File: src/rtl/fetch_unit_if.sv
// rtl/fetch_unit_if.sv - fetch stage bus: instruction-memory port, control inputs, IF/ID outputs.
interface fetch_unit_if #(
  parameter int ADDR_W = 5
);
  logic              Stall;
  logic              BranchTaken;
  logic [31:0]       BranchTarget;
  logic [31:0]       Instruction;
  logic [ADDR_W-1:0] Address;
  logic [31:0]       IfId_Instruction;
  logic [31:0]       IfId_PC;
  logic              IfId_Valid;
  logic              Halted;
  logic              Misaligned;

  modport master (
    input  Stall, BranchTaken, BranchTarget, Instruction,
    output Address, IfId_Instruction, IfId_PC, IfId_Valid, Halted, Misaligned
  );

  modport slave (
    output Stall, BranchTaken, BranchTarget, Instruction,
    input  Address, IfId_Instruction, IfId_PC, IfId_Valid, Halted, Misaligned
  );
endinterface

File: src/rtl/fetch_unit.sv
// rtl/fetch_unit.sv - instruction fetch stage with stall, branch bubble and EBREAK halt.
// Optional misaligned-branch trap enabled by FETCH_MISALIGN_TRAP_EN.
module fetch_unit #(
  parameter logic [31:0] RESET_PC = 32'h0000_0000,
  parameter int          ADDR_W   = 5
) (
  input  logic          clk,
  input  logic          rst_n,
  fetch_unit_if.master  bus
);
  localparam logic [31:0] NOP_INSN    = 32'h0000_0013;
  localparam logic [31:0] EBREAK_INSN = 32'h0010_0073;

  typedef enum logic [1:0] {IDLE, RUN, HALT} state_t;

  state_t      state_q;
  logic [31:0] pc_q;
  logic [31:0] ifid_instr_q;
  logic [31:0] ifid_pc_q;
  logic        ifid_valid_q;
  logic        halted_q;
  logic        trap_lock;
  logic [31:0] br_pc;

  assign br_pc = {bus.BranchTarget[31:2], 2'b00};

`ifdef FETCH_MISALIGN_TRAP_EN
  logic misaligned_q;
  assign trap_lock      = misaligned_q;
  assign bus.Misaligned = misaligned_q;
`else
  logic unused_tgt_lsb;
  assign unused_tgt_lsb = ^bus.BranchTarget[1:0];
  assign trap_lock      = 1'b0;
  assign bus.Misaligned = 1'b0;
`endif

  always_ff @(posedge clk or negedge rst_n) begin
    if (!rst_n) begin
      state_q      <= IDLE;
      pc_q         <= RESET_PC;
      ifid_instr_q <= NOP_INSN;
      ifid_pc_q    <= 32'h0;
      ifid_valid_q <= 1'b0;
      halted_q     <= 1'b0;
`ifdef FETCH_MISALIGN_TRAP_EN
      misaligned_q <= 1'b0;
`endif
    end else begin
      case (state_q)
        IDLE: state_q <= RUN;
        RUN, HALT: begin
          // A trap halt ignores branches; only reset leaves it.
          if (state_q == HALT && trap_lock) begin
            ifid_valid_q <= ifid_valid_q & bus.Stall;
          end else if (bus.BranchTaken) begin
            ifid_valid_q <= 1'b0;
`ifdef FETCH_MISALIGN_TRAP_EN
            if (bus.BranchTarget[1:0] != 2'b00) begin
              misaligned_q <= 1'b1;
              halted_q     <= 1'b1;
              state_q      <= HALT;
            end else
`endif
            begin
              pc_q     <= br_pc;
              halted_q <= 1'b0;
              state_q  <= RUN;
            end
          end else if (!bus.Stall) begin
            if (state_q == HALT) begin
              ifid_valid_q <= 1'b0;
            end else begin
              ifid_instr_q <= bus.Instruction;
              ifid_pc_q    <= pc_q;
              ifid_valid_q <= 1'b1;
              // EBREAK is delivered but the PC stops on it.
              if (bus.Instruction == EBREAK_INSN) begin
                halted_q <= 1'b1;
                state_q  <= HALT;
              end else begin
                pc_q <= pc_q + 32'd4;
              end
            end
          end
        end
        default: state_q <= IDLE;
      endcase
    end
  end

  assign bus.Address          = pc_q[ADDR_W+1:2];
  assign bus.IfId_Instruction = ifid_instr_q;
  assign bus.IfId_PC          = ifid_pc_q;
  assign bus.IfId_Valid       = ifid_valid_q;
  assign bus.Halted           = halted_q;
endmodule

File: src/flat_wrapper.sv
// flat-port wrapper written by rule: the top's interface ports become plain ports
module fetch_unit_flat 
#(
  parameter logic [31:0] RESET_PC = 32'h0000_0000,
  parameter int          ADDR_W   = 5
)
  (clk, rst_n, bus_Stall, bus_BranchTaken, bus_BranchTarget, bus_Instruction, bus_Address, bus_IfId_Instruction, bus_IfId_PC, bus_IfId_Valid, bus_Halted, bus_Misaligned);
  fetch_unit_if #(.ADDR_W(ADDR_W)) bus_i ();
  input  logic clk;
  input  logic rst_n;
  input wire logic [$bits(bus_i.Stall)-1:0] bus_Stall;
  input wire logic [$bits(bus_i.BranchTaken)-1:0] bus_BranchTaken;
  input wire logic [$bits(bus_i.BranchTarget)-1:0] bus_BranchTarget;
  input wire logic [$bits(bus_i.Instruction)-1:0] bus_Instruction;
  output wire logic [$bits(bus_i.Address)-1:0] bus_Address;
  output wire logic [$bits(bus_i.IfId_Instruction)-1:0] bus_IfId_Instruction;
  output wire logic [$bits(bus_i.IfId_PC)-1:0] bus_IfId_PC;
  output wire logic [$bits(bus_i.IfId_Valid)-1:0] bus_IfId_Valid;
  output wire logic [$bits(bus_i.Halted)-1:0] bus_Halted;
  output wire logic [$bits(bus_i.Misaligned)-1:0] bus_Misaligned;
  assign bus_i.Stall = bus_Stall;
  assign bus_i.BranchTaken = bus_BranchTaken;
  assign bus_i.BranchTarget = bus_BranchTarget;
  assign bus_i.Instruction = bus_Instruction;
  assign bus_Address = bus_i.Address;
  assign bus_IfId_Instruction = bus_i.IfId_Instruction;
  assign bus_IfId_PC = bus_i.IfId_PC;
  assign bus_IfId_Valid = bus_i.IfId_Valid;
  assign bus_Halted = bus_i.Halted;
  assign bus_Misaligned = bus_i.Misaligned;
  fetch_unit #(.RESET_PC(RESET_PC), .ADDR_W(ADDR_W)) u_core (.clk(clk), .rst_n(rst_n), .bus(bus_i));
endmodule
File: config.mk
export PLATFORM = sky130hd
export DESIGN_NAME = fetch_unit_flat
export DESIGN_NICKNAME = d
export VERILOG_FILES = /design/src/rtl/fetch_unit_if.sv /design/src/rtl/fetch_unit.sv /design/src/flat_wrapper.sv
export SDC_FILE = /design/constraint.sdc
export NUM_CORES = 1
export LEC_CHECK = 0
export ABC_CLOCK_PERIOD_IN_PS = 2200
export BUFFER_PORTS_ARGS = -buffer_cell sky130_fd_sc_hd__buf_2
export CAP_MARGIN = 20
export CORE_UTILIZATION = 52
export DETAILED_ROUTE_END_ITERATION = 6
export PLACE_DENSITY = 0.8
export REMOVE_ABC_BUFFERS = 1
export SLEW_MARGIN = 20
export SYNTH_ARGS = -nofsm -noshare
export SYNTH_HDL_FRONTEND = slang
export SYNTH_SLANG_ARGS = --single-unit
File: constraint.sdc
create_clock -name clk -period 2.2 [get_ports clk]
set_input_delay 0.44 -clock clk [delete_from_list [all_inputs] [get_ports clk]]
set_output_delay 0.44 -clock clk [all_outputs]
set_load 0.03 [all_outputs]
==> impl_metrics.toml, run 1 <==
[yosys]
count_of_flip_flops_with_a_built_in_enable_after_synthesis = 0
ys_seq_elements = 96
postSynth.asyncResetShare_pct = 100
syn-cell-area_um2 = 4790
synth_flop_type = "sky130_fd_sc_hd__dfrtp_1"
yosysWarningCount = 0
syn-instance-count = 432
post_synth_num_cell_types = 63
synth-seq-area-share_pct = 50.3
syn-mean-instance-area_um2 = 11.1

[floorplan]
initial_core_util_pct = 54.4
die-area_um2 = 9590
io_pins = 140
die_width_um = 97.9
die_h_um = 97.9
placement_rows = 34
floorplan_core_area_um2 = 8810

[timing]
finalHoldViolCount = 0
clock-skew-final_ns = 0.0158
worst_rel_slew_slack_pct = 60.1
hold_slack_ns = 0.0237
timing.final.setup_violations = 0
grt_setup_unrepaired = "no"
post-route-period-util_pct = 93.5
report.final.slew_viol_count = 0
finalWorstPathRequiredPeriod_ns = 2.06
tightest_slew_ns = 0.599
max_freq_mhz = 486

[global_routing]
grt_overflow_total = 0
grt_max_degree = 47
grt_antenna_before_repair = 0
groute.usage.overall_pct = 27.0
first_pass_grt_wire_length_um = 20500
number_of_global_route_vias_before_repair = 4228

[finish]
postLayoutCoreUtil_pct = 68.6
diodes = 0
areaGrowthSynthToFinish_pct = 26.1
post_route_cells_drive_above_1_share_pct = 44.9
finalNetCount = 657
finalInstanceArea_um2 = 6040

[drt]
detailedRoute.firstPassIterationCount = 7
ant_nets = 0
wire_per_inst_um = 17.9
drt-initial-drc-count = 297
detail_route.vias_per_cell = 5.99
vias = 4183
post-route-drc-count = 6
drt-total-wl_um = 12500

[critical_path]
cp_cell_sequence = "inv_1 > ha_1 > nand2b_1 > nor2_4 > o21ai_1 > buf_4 > buf_4 > or4_1 > nand3_1"
worst-setup-path-type = "reg2reg"
timing.critical_path.mode_cell = "sky130_fd_sc_hd__buf_4"
critical_path_top_delay_cell = "sky130_fd_sc_hd__or4_1"
cp_launch_type = "flip-flop"
reg2reg_depth = 9
critPathArrivalTime_ns = 2.36
worstSetupEndpointType = "flip-flop"
timing.critical_path.fanout_max = 18
worstPathRequired_ns = 2.51
critical_path.max_stage_delay_ns = 0.41

[power_and_ir_drop]
power.sequential.fraction_pct = 37.3
cellInternalPower_uw = 4970
power_leakage_uw = 0.00271
comb_power_share_pct = 46.7
maximum_vdd_ir_drop_v = 0.000852
finalPower_uw = 8840
clock_power_share_pct = 16.0
power_density_nw_per_um2 = 1460
netSwitchingFraction_pct = 43.8
net-switching-power_uw = 3870

[cts]
tritoncts = "done"
numCtsBuffers = 9
cts.sink_count = 96
clock_tree.buffer_depth = 2
worstSkewPairLatency_ns = 0.37
cts-root-buf = "sky130_fd_sc_hd__clkbuf_8"
cts-hold-fix-buffers = 0
post_cts_buffers = 0
cts.clk_slew.worst_paths_ns = 0.11
htree_levels = 3

[place]
gp_congestion = 0.892
place.port_buffers = 134
placedInstanceArea_um2 = 5750
post-dp-hpwl_um = 9190

[job]
maxCapViolCount = 0

[status]
failed_checks = "DRC"
status = "finished, violations left"

[min_path]
holdCritPathClass = "in2async"
## sequential cells by signal, indices dropped and copies added, names as in the netlist
| register | count |
|---|---|
| u_core.state_q | 2 |
| u_core.bus.IfId_PC | 30 |
| u_core.bus.IfId_Instruction | 32 |
| u_core.bus.Halted | 1 |
| u_core.pc_q | 30 |
| u_core.bus.IfId_Valid | 1 |
## area by class of cell
class                           instances  area [um^2]
Fill cell                             669         2770
Sequential cell                        96         2410
Multi-Input combinational cell        296         2210
Clock buffer                           10          128
Timing Repair Buffer                  173         1010
Tap cell                              108          135
Clock inverter                          6          116
Inverter                                9         33.8
## power by group through the flow
stage | Clock, uW | Sequential (uW) | Combinational (uW)
4_1_cts | 1420 | 3290 | 4110
5_1_grt | 1500 | 3420 | 4410
3_5_place_dp | 0 | 3320 | 4100
6_report | 1410 | 3300 | 4130
2_1_floorplan | 0 | 4500 | 1430
3_3_place_gp | 0 | 3260 | 3990
## layout by cell type (no fill, tap or decap), types with 12 or more instances in the layout
cell type and count:
sky130_fd_sc_hd__buf_2 133, sky130_fd_sc_hd__dfrtp_1 93, sky130_fd_sc_hd__mux2_2 61, sky130_fd_sc_hd__buf_4 36, sky130_fd_sc_hd__nand2_1 35, sky130_fd_sc_hd__nand3_1 22
sky130_fd_sc_hd__nand4_1 16, sky130_fd_sc_hd__nor4_1 13, sky130_fd_sc_hd__nor2_1 13, sky130_fd_sc_hd__a21oi_1 12
## per-layer routing
metal | GRT usage, % | vias up | part of all wire, %
li1 | - | 1917 | -
met1 | 35.0 | 2038 | 41
met2 | 45.0 | 204 | 49
met3 | 6.30 | 24 | 8.0
met4 | 8.51 | 0 | 1.9
met5 | 0 | - | 0
## through the flow
stage               setup WS (ns)  cells   TNS (ns)
finish                      0.143    698          0
global route               0.0154    698          0
CTS                        0.0914    697          0
detailed placement        -0.0462    681    -0.0652
global placement        -0.000292    681  -0.000292
floorplan                   -2.03    401    -127.85
## synthesized netlist by cell type (all sizes together) (7+ instances only)
master  number  share of area (%)
buf         19                2.4
mux2i        7                1.5
clkbuf      14                1.1
nand4       17                2.4
nor2        16                1.3
o21ai        8               0.84
nand3       23                2.7
nand2       35                2.7
mux2        62                 15
a21oi       12                1.3
inv          9               0.71
or4          7                1.1
nor3         9               0.94
o211ai       7                1.4
dfrtp       93                 49
nor4        14                2.1
## worst paths after layout
check | start | to | slack [ns]
max | u_core.state_q[1]$_DFFE_PN0P_ | u_core.pc_q[10]$_DFFE_PN0P_ | 0.14
min | rst_n | u_core.bus.IfId_Instruction[28]$_DFFE_PN0P_ | 0.02
max reg2reg | u_core.state_q[1]$_DFFE_PN0P_ | u_core.pc_q[10]$_DFFE_PN0P_ | 0.14
min reg2reg | u_core.bus.Halted$_DFFE_PN0P_ | u_core.bus.Halted$_DFFE_PN0P_ | 0.50
max in group asynchronous | rst_n | u_core.pc_q[5]$_DFFE_PN0P_ | 1.52
min in group clk | bus_BranchTarget[10] | u_core.pc_q[10]$_DFFE_PN0P_ | 0.27
## timing repair
item                                    4_1_cts  5_1_grt
endpoints found under the hold margin         0        0
resized for setup                             1        5
endpoints found under the setup margin        1       19
cloned                                        0        1
pin swaps                                     0        1
## cells by family (layout without fill, tap and decap cells)
family | Yosys count | in the layout | share of synthesized area, %
flip-flops | 96 | 96 | 50.3
AO/OA/AOI/OAI | 68 | 68 | 10.5
AND/OR/NAND/NOR | 152 | 152 | 17.9
buffers and inverters | 42 | 198 | 4.18
multiplexers | 69 | 69 | 16.0
other | 1 | 3 | 0.0783
adder cells (fa/ha/maj) | 4 | 4 | 1.05
## worst max-delay path: cells and delay by family, from the launching register on
kind / cells / cell delay [ns]
buffers and inverters: 3 / 0.43
adders and majority gates: 1 / 0.30
DFF: 1 / 0.38
AOI/OAI and AO/OA: 1 / 0.09
and+or+nand+nor: 4 / 0.80
(Power assumes the default switching activity.)
==> run 2, diff against run 1 <==
--- a/config.mk
+++ b/config.mk
@@ -5,7 +5,7 @@
 export SDC_FILE = /design/constraint.sdc
 export NUM_CORES = 1
 export LEC_CHECK = 0
-export ABC_CLOCK_PERIOD_IN_PS = 2200
+export ABC_CLOCK_PERIOD_IN_PS = 2100
 export BUFFER_PORTS_ARGS = -buffer_cell sky130_fd_sc_hd__buf_2
 export CAP_MARGIN = 20
 export CORE_UTILIZATION = 52
==> constraint.sdc (replaced) <==
create_clock -name clk -period 2.1 [get_ports clk]
set_input_delay 0.42 -clock clk [delete_from_list [all_inputs] [get_ports clk]]
set_output_delay 0.42 -clock clk [all_outputs]
set_load 0.03 [all_outputs]
==> impl_metrics.toml, run 2 (synthesis gave the netlist of run 1 again) <==
[status]
status = "finished, violations left"
failed_checks = "DRC"

[place]
post-dp-hpwl_um = 9190
gp_congestion = 0.904
post-place-cells = 688
place.port_buffers = 134

[drt]
ant_nets = 0
detailedRoute.firstPassIterationCount = 7
detail_route.vias_per_cell = 5.92
wire_per_inst_um = 18.0
vias = 4208
post-route-drc-count = 6
drt-initial-drc-count = 307
drt-total-wl_um = 12800

[power_and_ir_drop]
comb_power_share_pct = 49.2
clock_power_share_pct = 13.6
netSwitchingFraction_pct = 44.6
power_density_nw_per_um2 = 1500
cellInternalPower_uw = 5120
power_leakage_uw = 0.00276
power.sequential.fraction_pct = 37.2
net-switching-power_uw = 4120
maximum_vdd_ir_drop_v = 0.000999

[finish]
top_library_cells_by_usage_in_the_layout_fill_and_taps_aside = "sky130_fd_sc_hd__buf_2, sky130_fd_sc_hd__dfrtp_1, sky130_fd_sc_hd__mux2_2"
diodes = 0
post_route_cells_drive_above_1_share_pct = 47.9
finalNetCount = 670
postLayoutCoreUtil_pct = 69.9
areaGrowthSynthToFinish_pct = 28.6
post_layout_nonfiller_instances = 711
final_common_cell = "sky130_fd_sc_hd__buf_2"
fillerInstances = 664
largest_reg_flops = 32

[floorplan]
die_width_um = 97.9
initial_core_util_pct = 54.4
die-area_um2 = 9590
io_pins = 140
floorplan_core_area_um2 = 8810
die_h_um = 97.9
placement_rows = 34

[global_routing]
grt_max_degree = 53
first_pass_grt_wire_length_um = 20400
groute.usage.overall_pct = 27.0
grt_antenna_before_repair = 0
grt_overflow_total = 0
number_of_global_route_vias_before_repair = 4185

[timing]
tightest_slew_ns = 0.665
worst_rel_slew_slack_pct = 55.7
timing.final.setup_violations = 0
post-route-period-util_pct = 96.0
max_freq_mhz = 496
finalHoldViolCount = 0
finalWorstPathRequiredPeriod_ns = 2.02
clock-skew-final_ns = 0.0168
report.final.slew_viol_count = 0

[cts]
clock_tree.buffer_depth = 2
htree_levels = 3
numCtsBuffers = 9
tritoncts = "done"
cts-hold-fix-buffers = 0
cts.clk_slew.worst_paths_ns = 0.09
cts.sink_count = 96
cts-root-buf = "sky130_fd_sc_hd__clkbuf_8"
worstSkewPairLatency_ns = 0.37

[critical_path]
worst-setup-path-type = "reg2reg"
timing.critical_path.fanout_max = 14
cp_launch_type = "flip-flop"
worstPathRequired_ns = 2.39
worstSetupEndpointType = "flip-flop"
critPathArrivalTime_ns = 2.30

[min_path]
holdCritPathClass = "in2async"

[job]
maxCapViolCount = 0
==> run 2: worst paths after layout <==
path / start / end / slack, ns / cells after the start
max: u_core.state_q[0]$_DFFE_PN0P_ / u_core.pc_q[23]$_DFFE_PN0P_ / 0.08 / 9
min: rst_n / u_core.bus.IfId_Instruction[30]$_DFFE_PN0P_ / 0.12 / 2
max reg2reg: u_core.state_q[0]$_DFFE_PN0P_ / u_core.pc_q[23]$_DFFE_PN0P_ / 0.08 / 9
min reg2reg: u_core.bus.Halted$_DFFE_PN0P_ / u_core.bus.Halted$_DFFE_PN0P_ / 0.50 / 1
max in group asynchronous: rst_n / u_core.pc_q[9]$_DFFE_PN0P_ / 1.46 / 2
min in group clk: bus_BranchTarget[10] / u_core.pc_q[10]$_DFFE_PN0P_ / 0.25 / 3
==> run 2: worst max-delay path, cell delays in order (launching register included) <==
cell and delay (ns):
sky130_fd_sc_hd__dfrtp_1 0.38, sky130_fd_sc_hd__inv_2 0.07, sky130_fd_sc_hd__ha_1 0.23, sky130_fd_sc_hd__nand2b_4 0.17, sky130_fd_sc_hd__nor2_4 0.12, sky130_fd_sc_hd__o21ai_1 0.09
sky130_fd_sc_hd__buf_4 0.19, sky130_fd_sc_hd__buf_4 0.16, sky130_fd_sc_hd__or3_1 0.35, sky130_fd_sc_hd__a32oi_1 0.16
==> run 2: repair_timing <==
| item | 4_1_cts | 5_1_grt |
|---|---|---|
| gates cloned | 0 | 1 |
| resized for setup | 1 | 15 |
| endpoints found under the setup margin | 5 | 62 |
| pin swaps | 0 | 4 |
| setup buffers | 0 | 6 |
==> run 2: cell type report <==
class                           count  area [um^2]  share of cell area, %
Clock buffer                       10          138                   2.23
Clock inverter                      6         67.6                   1.10
Tap cell                          108          135                   2.19
Multi-Input combinational cell    296         2250                   36.5
Sequential cell                    96         2410                   39.1
Inverter                            9         33.8                  0.549
Timing Repair Buffer              186         1130                   18.3
==> run 2: power groups by stage <==
stage	Combinational [uW]	Sequential, uW	Clock [uW]
2_1_floorplan	1500	4710	0
3_3_place_gp	4280	3390	0
3_5_place_dp	4390	3470	0
4_1_cts	4400	3440	1270
5_1_grt	4830	3570	1340
6_report	4550	3440	1260
==> run 2: stage by stage <==
| step | area [um^2] | hold WS (ns) | setup TNS [ns] | worst slack [ns] | power, uW |
|---|---|---|---|---|---|
| 6_report | 6160 | 0.122 | 0 | 0.0848 | 9250 |
| 5_1_grt | 6160 | 0.172 | -0.0264 | -0.0219 | 9740 |
| 4_1_cts | 6030 | 0.134 | 0 | 0.0155 | 9110 |
| 3_5_place_dp | 5820 | 0.478 | -0.267 | -0.0830 | 7850 |
| 3_3_place_gp | 5820 | 0.477 | -0.296 | -0.0891 | 7670 |
| 2_1_floorplan | 4630 | 0.124 | -135.52 | -2.13 | 6210 |
==> run 2: per-layer routing <==
metal	GRT usage [%]	vias to the layer above	part of all wire, %
li1	-	1950	-
met1	34.6	2026	42
met2	45.3	207	49
met3	5.44	25	7.7
met4	10.0	0	2.0
met5	0	-	0
